--- config.mk ---
export PLATFORM = sky130hd
export DESIGN_NAME = vec_wb_collector
export DESIGN_NICKNAME = d
export VERILOG_FILES = /design/src/rtl/vec_pkg.sv /design/src/rtl/vec_wb_lane_merge.sv /design/src/rtl/vec_wb_collector.sv
export SDC_FILE = /design/constraint.sdc
export NUM_CORES = 2
export LEC_CHECK = 0
export BUFFER_PORTS_ARGS = -buffer_cell sky130_fd_sc_hd__buf_2
export CORE_ASPECT_RATIO = 1.5
export CORE_MARGIN = 2
export CORE_UTILIZATION = 40
export CTS_CLUSTER_DIAMETER = 60
export DETAILED_ROUTE_END_ITERATION = 10
export GPL_TIMING_DRIVEN = 0
export PLACE_DENSITY = 0.65
export SLEW_MARGIN = 20
export SYNTH_ARGS = -nofsm -noshare
export SYNTH_HDL_FRONTEND = slang
export SYNTH_HIERARCHICAL = 1
export SYNTH_SLANG_ARGS = --single-unit
--- constraint.sdc ---
create_clock -name clk -period 4.42 [get_ports clk]
set_clock_uncertainty 0.15 [all_clocks]
set_input_delay 0 -clock clk [delete_from_list [all_inputs] [get_ports clk]]
set_output_delay 0 -clock clk [all_outputs]
set_load 0.01 [all_outputs]
--- src/rtl/vec_pkg.sv ---
// rtl/vec_pkg.sv - shared vector unit types: FSM states, op-type codes, SEW decode
package vec_pkg;

  typedef enum logic [1:0] {
    ST_IDLE    = 2'd0,
    ST_COLLECT = 2'd1,
    ST_WRITE   = 2'd2
  } wb_state_e;

  localparam logic [1:0] OP_VV = 2'd0;
  localparam logic [1:0] OP_VX = 2'd1;
  localparam logic [1:0] OP_VI = 2'd2;

  // SEW in bits for a vsew code; 11 bits so that vsew=7 (1024) does not wrap
  function automatic logic [10:0] sew_width(input logic [2:0] vsew);
    return 11'd8 << vsew;
  endfunction

endpackage

--- src/rtl/vec_wb_lane_merge.sv ---
// rtl/vec_wb_lane_merge.sv - merges one lane chunk into the staging buffer, flags out-of-range chunks
module vec_wb_lane_merge #(
  parameter int VLEN = 128,
  parameter int CW   = 16
) (
  input  logic [VLEN-1:0]        buf_in,
  input  logic [CW-1:0]          chunk,
  input  logic [9:0]             regi,
  input  logic [$clog2(CW):0]    w,
  input  logic                   en,
  output logic [VLEN-1:0]        buf_out,
  output logic                   ovf
);

  logic [CW-1:0]   wmask;
  logic [10:0]     end_idx;
  logic            fits;
  logic [VLEN-1:0] mask_full;
  logic [VLEN-1:0] data_full;

  always_comb begin
    wmask = '0;
    for (int i = 0; i < CW; i++) begin
      if (i < int'(w)) wmask[i] = 1'b1;
    end
  end

  assign end_idx   = 11'(regi) + 11'(w);
  assign fits      = (end_idx <= 11'(VLEN));
  assign mask_full = VLEN'(wmask) << regi;
  assign data_full = VLEN'(chunk & wmask) << regi;

  // A chunk that does not fit is dropped whole; no partial write at the top edge
  assign buf_out = (en && fits) ? ((buf_in & ~mask_full) | (data_full & mask_full)) : buf_in;
  assign ovf     = en && !fits;

endmodule

--- src/rtl/vec_wb_collector.sv ---
// rtl/vec_wb_collector.sv - collects lane result chunks into a VLEN register and writes it back; VEC_WB_MASK_EN adds masked merge
module vec_wb_collector
  import vec_pkg::*;
#(
  parameter int VLEN         = 128,
  parameter int LANE_WIDTH   = 4,
  parameter int NB_LANES_MAX = 4
) (
  input  logic                    clk,
  input  logic                    resetn,
  input  logic                    start,
  input  logic [4:0]              vd_addr,
  input  logic [2:0]              vsew,
  input  logic [1:0]              nb_lanes,
  input  logic [NB_LANES_MAX-1:0] lane_run,
  input  logic [63:0]             vd0,
  input  logic [63:0]             vd1,
  input  logic [63:0]             vd2,
  input  logic [63:0]             vd3,
  input  logic [9:0]              regi0,
  input  logic [9:0]              regi1,
  input  logic [9:0]              regi2,
  input  logic [9:0]              regi3,
  input  logic                    lane_done,
`ifdef VEC_WB_MASK_EN
  input  logic [VLEN-1:0]         vmask,
  input  logic                    mask_en,
  input  logic [VLEN-1:0]         vd_old,
`endif
  output logic                    busy,
  output logic                    wr_valid,
  input  logic                    wr_ready,
  output logic [4:0]              wr_addr,
  output logic [VLEN-1:0]         wr_data,
  output logic                    ovf_err
);

  localparam int CW = 1 << LANE_WIDTH;
  localparam int WW = LANE_WIDTH + 1;

  wb_state_e       state_q, state_d;
  logic [VLEN-1:0] buf_q;
  logic [4:0]      addr_q;
  logic [2:0]      vsew_q;
  logic [1:0]      nb_lanes_q;
  logic            ovf_q;
  logic [10:0]     sew;
  logic [WW-1:0]   chunk_w;
  logic [VLEN-1:0] buf_init;

  logic [63:0]             vd_arr   [4];
  logic [9:0]              regi_arr [4];
  logic [VLEN-1:0]         stage    [NB_LANES_MAX+1];
  logic [NB_LANES_MAX-1:0] lane_en;
  logic [NB_LANES_MAX-1:0] lane_ovf;
  logic                    unused_vd_hi;

  assign vd_arr   = '{vd0, vd1, vd2, vd3};
  assign regi_arr = '{regi0, regi1, regi2, regi3};
  assign unused_vd_hi = ^{vd0[63:CW], vd1[63:CW], vd2[63:CW], vd3[63:CW]};

  assign sew     = sew_width(vsew_q);
  assign chunk_w = (sew >= 11'(CW)) ? WW'(CW) : WW'(sew);

`ifdef VEC_WB_MASK_EN
  logic mask_en_q;
  assign buf_init = vd_old;
`else
  assign buf_init = '0;
`endif

  // Lanes chain 0 -> 3 so a higher lane overwrites a lower one on overlap
  assign stage[0] = buf_q;
  for (genvar n = 0; n < NB_LANES_MAX; n++) begin : g_lane
    logic mask_ok;
`ifdef VEC_WB_MASK_EN
    logic [9:0] elem;
    assign elem    = regi_arr[n] >> ({1'b0, vsew_q} + 4'd3);
    assign mask_ok = !mask_en_q ||
                     ((elem < 10'(VLEN)) && vmask[elem[$clog2(VLEN)-1:0]]);
`else
    assign mask_ok = 1'b1;
`endif
    assign lane_en[n] = (state_q == ST_COLLECT) && lane_run[n] &&
                        (2'(n) <= nb_lanes_q) && mask_ok;

    vec_wb_lane_merge #(.VLEN(VLEN), .CW(CW)) u_merge (
      .buf_in  (stage[n]),
      .chunk   (vd_arr[n][CW-1:0]),
      .regi    (regi_arr[n]),
      .w       (chunk_w),
      .en      (lane_en[n]),
      .buf_out (stage[n+1]),
      .ovf     (lane_ovf[n])
    );
  end

  always_ff @(posedge clk) begin
    if (!resetn) state_q <= ST_IDLE;
    else         state_q <= state_d;
  end

  always_comb begin
    state_d = state_q;
    case (state_q)
      ST_IDLE:    if (start)     state_d = ST_COLLECT;
      ST_COLLECT: if (lane_done) state_d = ST_WRITE;
      ST_WRITE:   if (wr_ready)  state_d = ST_IDLE;
      default:                   state_d = ST_IDLE;
    endcase
  end

  always_ff @(posedge clk) begin
    if (!resetn) begin
      buf_q      <= '0;
      addr_q     <= '0;
      vsew_q     <= '0;
      nb_lanes_q <= '0;
      ovf_q      <= 1'b0;
`ifdef VEC_WB_MASK_EN
      mask_en_q  <= 1'b0;
`endif
    end else if (state_q == ST_IDLE) begin
      if (start) begin
        buf_q      <= buf_init;
        addr_q     <= vd_addr;
        vsew_q     <= vsew;
        nb_lanes_q <= nb_lanes;
        ovf_q      <= 1'b0;
`ifdef VEC_WB_MASK_EN
        mask_en_q  <= mask_en;
`endif
      end
    end else if (state_q == ST_COLLECT) begin
      buf_q <= stage[NB_LANES_MAX];
      ovf_q <= ovf_q | (|lane_ovf);
    end
  end

  assign busy     = (state_q != ST_IDLE);
  assign wr_valid = (state_q == ST_WRITE);
  assign wr_addr  = addr_q;
  assign wr_data  = buf_q;
  assign ovf_err  = ovf_q;

endmodule
==> flow_metrics.py, run 1 <==
metrics = {
    "yosys": {
        "synth_area_um2": 30600,
        "ff_latch_count_synth": 141,
        "asyncSetResetFlopFracSynth_pct": 0,
        "synth_sequential_area_ratio_pct": 9.24,
        "synth_compound_area_share_pct": 34.8,
        "post_synth_xor_area_fraction_pct": 0.172,
        "yosysTopAreaCellShare_pct": 16.1,
        "post_synth.cell_area_avg_um2": 7.04,
        "post_synth_mux_area_share_pct": 18.7,
        "dominant_combinational_cell_family_by_area_after_synthesis": "compound AO/OA/AOI/OAI gates",
        "library_cells_used_by_synthesis": 122,
        "synth.yosys.warnings": 6,
        "syn_inst": 4340,
        "synthSimpleGateAreaFrac_pct": 26.3,
        "synth-edff-count": 0,
        "synth_adder_area_share_pct": 1.18,
        "ys_top_cells_by_area": "mux2_2 (16%), dfxtp_1 (9.2%), nand2_1 (7.1%)",
        "synth-main-ff-cell": "dfxtp_1",
        "synthDominantAreaCellType": "mux2_2",
    },
    "clock_tree": {
        "numClockSinks": 141,
        "numCtsBuffers": 25,
        "clock_tree_buffer_depth": 3,
        "htreeDepth": 4,
        "clockRootBuffer": "clkbuf_16",
    },
    "placement": {
        "gp_congestion": 1.20,
        "place.detailed.hpwl_um": 182000,
        "portBuffers": 247,
        "dpl-instance-area_um2": 33400,
        "placed_cells": 5646,
    },
    "floorplan": {
        "start_util_pct": 40.3,
        "floorplan.rows": 124,
        "die_x_um": 230,
        "io_pins": 451,
        "height_of_the_die_um": 343,
    },
    "outcome": {
        "first-error": "[ERROR GRT-0116] Global routing finished with congestion. Check the congestion regions in the DRC Viewer.",
        "run_status": "aborted with a tool error",
        "stop_stage": "global routing (5_1_grt)",
    },
    "global_routing": {
        "grt_pass1_vias": 43900,
        "grt_start_max_net_pins": 16,
        "globalRoute.totalOverflow": 47,
        "grt_usage_pct": 60.7,
        "grt_first_pass_wirelength_um": 343000,
    },
}
-- through the flow --
stage	hold WS, ps	util [%]	setup slack [ps]
global placement	93.1	43.8	-3810
CTS	58.8	49.7	-136
floorplan	-15.2	-	56.8
detailed placement	101	44.0	-1660
-- repair_timing --
| item | 4_1_cts |
|---|---|
| hold buffers | 27 |
| gates cloned | 1 |
| endpoints found under the hold margin | 59 |
| setup endpoints to repair | 129 |
| pin swaps | 84 |
| gates resized for setup | 506 |
| setup buffers | 103 |
-- layer usage --
| layer | track usage, % | overflow |
|---|---|---|
| met5 | 2.94 | 0 |
| met4 | 65.3 | 20 |
| met1 | 61.8 | 0 |
| met3 | 29.6 | 0 |
| met2 | 86.7 | 27 |
-- synth_stat cells (47+ instances only) --
library cell	instances
nor2_1	418
o31ai_1	57
a21boi_1	100
nand3_1	138
buf_2	116
a21oi_1	218
nand3_2	89
a31oi_1	60
clkbuf_1	197
o22ai_1	123
a22oi_1	48
mux2_2	437
mux2i_1	56
buf_4	146
dfxtp_1	141
nand2_1	579
o21a_1	47
nor3_1	107
o211ai_1	49
o21ai_0	190
-- kinds of logic after synthesis --
| group | after synthesis |
|---|---|
| AND/OR/NAND/NOR | 1635 |
| AO/OA/AOI/OAI | 1473 |
| buffers and inverters | 550 |
| multiplexers | 507 |
| flip-flops | 141 |
| adder cells (fa/ha/maj) | 27 |
| XOR/XNOR | 6 |
| other | 1 |
==> run 2: changes to the inputs <==
Settings changed: CORE_ASPECT_RATIO 1.5 to not set, CORE_UTILIZATION 40 to 25, CTS_CLUSTER_DIAMETER 60 to not set, PLACE_DENSITY 0.65 to not set, PLACE_DENSITY_LB_ADDON set to 0.15.
Clock period 4.42 ns to 5.75 ns, I/O delays scaled along.
==> flow_metrics.py, run 2 <==
metrics = {
    "placement": {
        "place.detailed.hpwl_um": 191000,
        "placed_cells": 6278,
        "portBuffers": 247,
        "gp_congestion": 1.06,
    },
    "outcome": {
        "failed_checks": "negative setup slack",
        "run_status": "finished with violations",
    },
    "floorplan": {
        "height_of_the_die_um": 354,
        "floorplan.rows": 128,
        "start_util_pct": 25.1,
        "io_pins": 451,
        "core_um2": 122000,
        "floorplan.die_area_um2": 125000,
        "die_x_um": 354,
    },
    "layout": {
        "layout.filler_cells": 13700,
        "area_growth_syn_to_layout_pct": 16.1,
        "fin_nets": 5040,
        "fraction_of_layout_cells_with_a_size_suffix_above_1_pct": 27.6,
        "layout.core_utilization_pct": 29.2,
        "final_cell_mix": "nand2_1 (579), mux2_2 (437), nor2_1 (410)",
        "largest_reg_flops": 128,
        "layout.cells.most_common": "nand2_1",
        "layoutNonFillerInstCount": 6341,
    },
    "critical_path": {
        "timing.rr.end": "wr_data[3]",
        "critPathCaptureType": "register",
        "startpoint_type": "register",
        "path_cells": "nor2b_1 > buf_2 > buf_4 > buf_2 > and3_1 > nand3b_1 > or3_1 > clkbuf_1 > nor2_2 > nand2_1 > clkbuf_1 > o31ai_1 > inv_1 > mux2i_1 > nand2_1 > a21boi_1",
        "critical_path_s_largest_stage_delay_ps": 590,
        "path_depth": 16,
        "worst-r2r-setup-slack_ps": -40,
        "path_delay_family": "simple AND/OR/NAND/NOR gates",
        "timing_startpoint_of_the_critical_path": "state_q[0]",
        "worst_ep_arrival_time_ps": 6030,
        "cell_depth_of_the_worst_flop_to_flop_path": 16,
        "critPathMaxFanout": 10,
        "critical_path.endpoint": "wr_data[3]",
        "critical_path_class": "reg2reg",
        "critPathBufInv": 6,
        "rr_startpoint": "state_q[0]",
        "timing.critical_path.slowest_stage_cell": "and3_1",
        "crit_required_ps": 6000,
    },
    "clock_tree": {
        "clk_latency_ps": 470,
        "clock_tree_buffer_depth": 2,
        "numCtsBuffers": 17,
        "cts.reportedPaths.clkPinSlew_ps": 80,
        "htreeDepth": 4,
        "numClockSinks": 141,
        "cts_tree": "built",
        "clockRootBuffer": "clkbuf_16",
    },
    "power_and_ir_drop": {
        "net-switching-power_mw": 2.35,
        "power_per_cell_area_nw_per_um2": 129,
        "seq_power_share_pct": 21.6,
        "power.combinational.fraction_pct": 51.7,
        "share_clk_of_total_power_pct": 26.7,
        "vdd_drop_max_uv": 234,
        "switching_share_of_power_pct": 51.5,
        "p_leak_nw": 12.4,
        "cell_internal_pwr_mw": 2.21,
    },
    "route": {
        "route.detailed.drc": 0,
        "detailedRoute.firstPassIterationCount": 6,
        "via_count": 40300,
        "drt-vias-per-instance": 6.35,
        "wl_per_cell_um": 36.9,
        "drt.antenna.violating_nets": 0,
        "routed_wirelength_um": 234000,
        "drt_first_iter_violations": 5805,
    },
    "sta": {
        "finalSetupTns_ps": -35.4,
        "post-route-period-util_pct": 101,
        "rsz0062_at_grt": "yes",
        "worst_slack_ps": -35.4,
        "period_needed_ps": 5790,
        "timing_max_transition_violations_final": 0,
        "timing.max_slew.rel_slack_pct": 15.1,
        "clock.fmax_mhz": 173,
        "worst_hold_slack_ps": 124,
        "timing.final.setup_violations": 1,
        "transition_time_of_the_tightest_slew_check_pin_ps": 1270,
        "final-hold-violation-count": 0,
    },
    "yosys": {
        "synth_area_um2": 30600,
        "post_synth.cell_area_avg_um2": 7.04,
        "synth.yosys.warnings": 6,
        "synthDominantAreaCellType": "mux2_2",
        "commonest_cells_in_the_netlist": "nand2_1 (579), mux2_2 (437), nor2_1 (418)",
        "yosysTopAreaCellShare_pct": 16.1,
        "asyncSetResetFlopFracSynth_pct": 0,
        "synth-edff-count": 0,
        "syn_inst": 4340,
        "synth_sequential_area_ratio_pct": 9.24,
        "ys_top_cells_by_area": "mux2_2 (16%), dfxtp_1 (9.2%), nand2_1 (7.1%)",
        "library_cells_used_by_synthesis": 122,
        "synth-main-ff-cell": "dfxtp_1",
        "synth.most_common_cell": "nand2_1",
        "ff_latch_count_synth": 141,
    },
    "global_routing": {
        "grt_pass1_vias": 37200,
        "grt_first_pass_wirelength_um": 317000,
        "globalRoute.totalOverflow": 0,
        "antenna_found_initial": 10,
        "grt_usage_pct": 35.6,
        "grt_start_max_net_pins": 18,
    },
    "flow_run": {
        "max_cap_viol_count": 0,
    },
    "min_path": {
        "timing.hold.worst.start": "resetn",
        "min-delay-path-class": "in2reg",
    },
}
-- run 2: area by class of cell --
cell class / count / area, um2 / area share, %
antenna: 2 / 5.00 / 0.0141
buffer: 499 / 2710 / 7.65
inverter: 51 / 194 / 0.547
sequential: 141 / 2820 / 7.96
clock inverter: 15 / 185 / 0.522
timing repair buffer: 296 / 1710 / 4.83
tap: 1625 / 2030 / 5.73
multi-input combinational: 3695 / 25400 / 71.6
clock buffer: 17 / 425 / 1.20
-- run 2: how the worst min path moves through the flow --
stage	endpoint	slack, ps	cells after the start
finish	wr_data[46]	120	2
CTS	wr_data[46]	70	2
global placement	wr_addr[0]	100	3
global route	wr_data[53]	80	2
detailed placement	wr_addr[0]	100	3
floorplan	vsew_q[1]	-20	2
-- run 2: metrics by stage --
step | cell area, um2 | setup WS [ps] | power [mW]
CTS | 35300 | 9.85 | 4.43
detailed placement | 34400 | -918 | 3.20
global placement | 34000 | -3420 | 3.20
floorplan | 30700 | 1390 | 2.27
finish | 35500 | -35.4 | 4.57
global route | 35500 | -78.9 | 4.67
-- run 2: repair_timing --
action                                  in CTS  in global routing
endpoints found under the setup margin      18                 15
setup buffers                                0                  2
endpoints found under the hold margin       49                  0
gates resized for setup                     19                 18
hold buffers                                26                  0
pin swaps                                    0                  1
-- run 2: kinds of logic after synthesis --
| group | Yosys count | share of synthesized area [%] |
|---|---|---|
| multiplexers | 507 | 18.7 |
| flip-flops | 141 | 9.24 |
| buffers and inverters | 550 | 9.50 |
| other | 1 | 0.0123 |
| AO/OA/AOI/OAI | 1473 | 34.8 |
| adder cells (fa/ha/maj) | 27 | 1.18 |
| AND/OR/NAND/NOR | 1635 | 26.3 |
| XOR/XNOR | 6 | 0.172 |
-- run 2: power groups by stage --
stage / combinational [mW] / clock (mW) / sequential (mW)
after floorplan: 1.26 / 0 / 1.01
after global placement: 2.19 / 0 / 1.01
after detailed placement: 2.19 / 0 / 1.01
after CTS: 2.22 / 1.23 / 0.985
after global routing: 2.42 / 1.26 / 0.986
final: 2.36 / 1.22 / 0.985
-- run 2: per-layer routing --
layer | global-route usage [%] | wire, um | share of wire, %
met3 | 6.94 | 22300 | 9.6
met4 | 17.7 | 14900 | 6.4
met1 | 47.2 | 96700 | 41
met5 | 0 | 13 | 0.0056
met2 | 54.9 | 99800 | 43
Power figures use the tool's default switching activity.
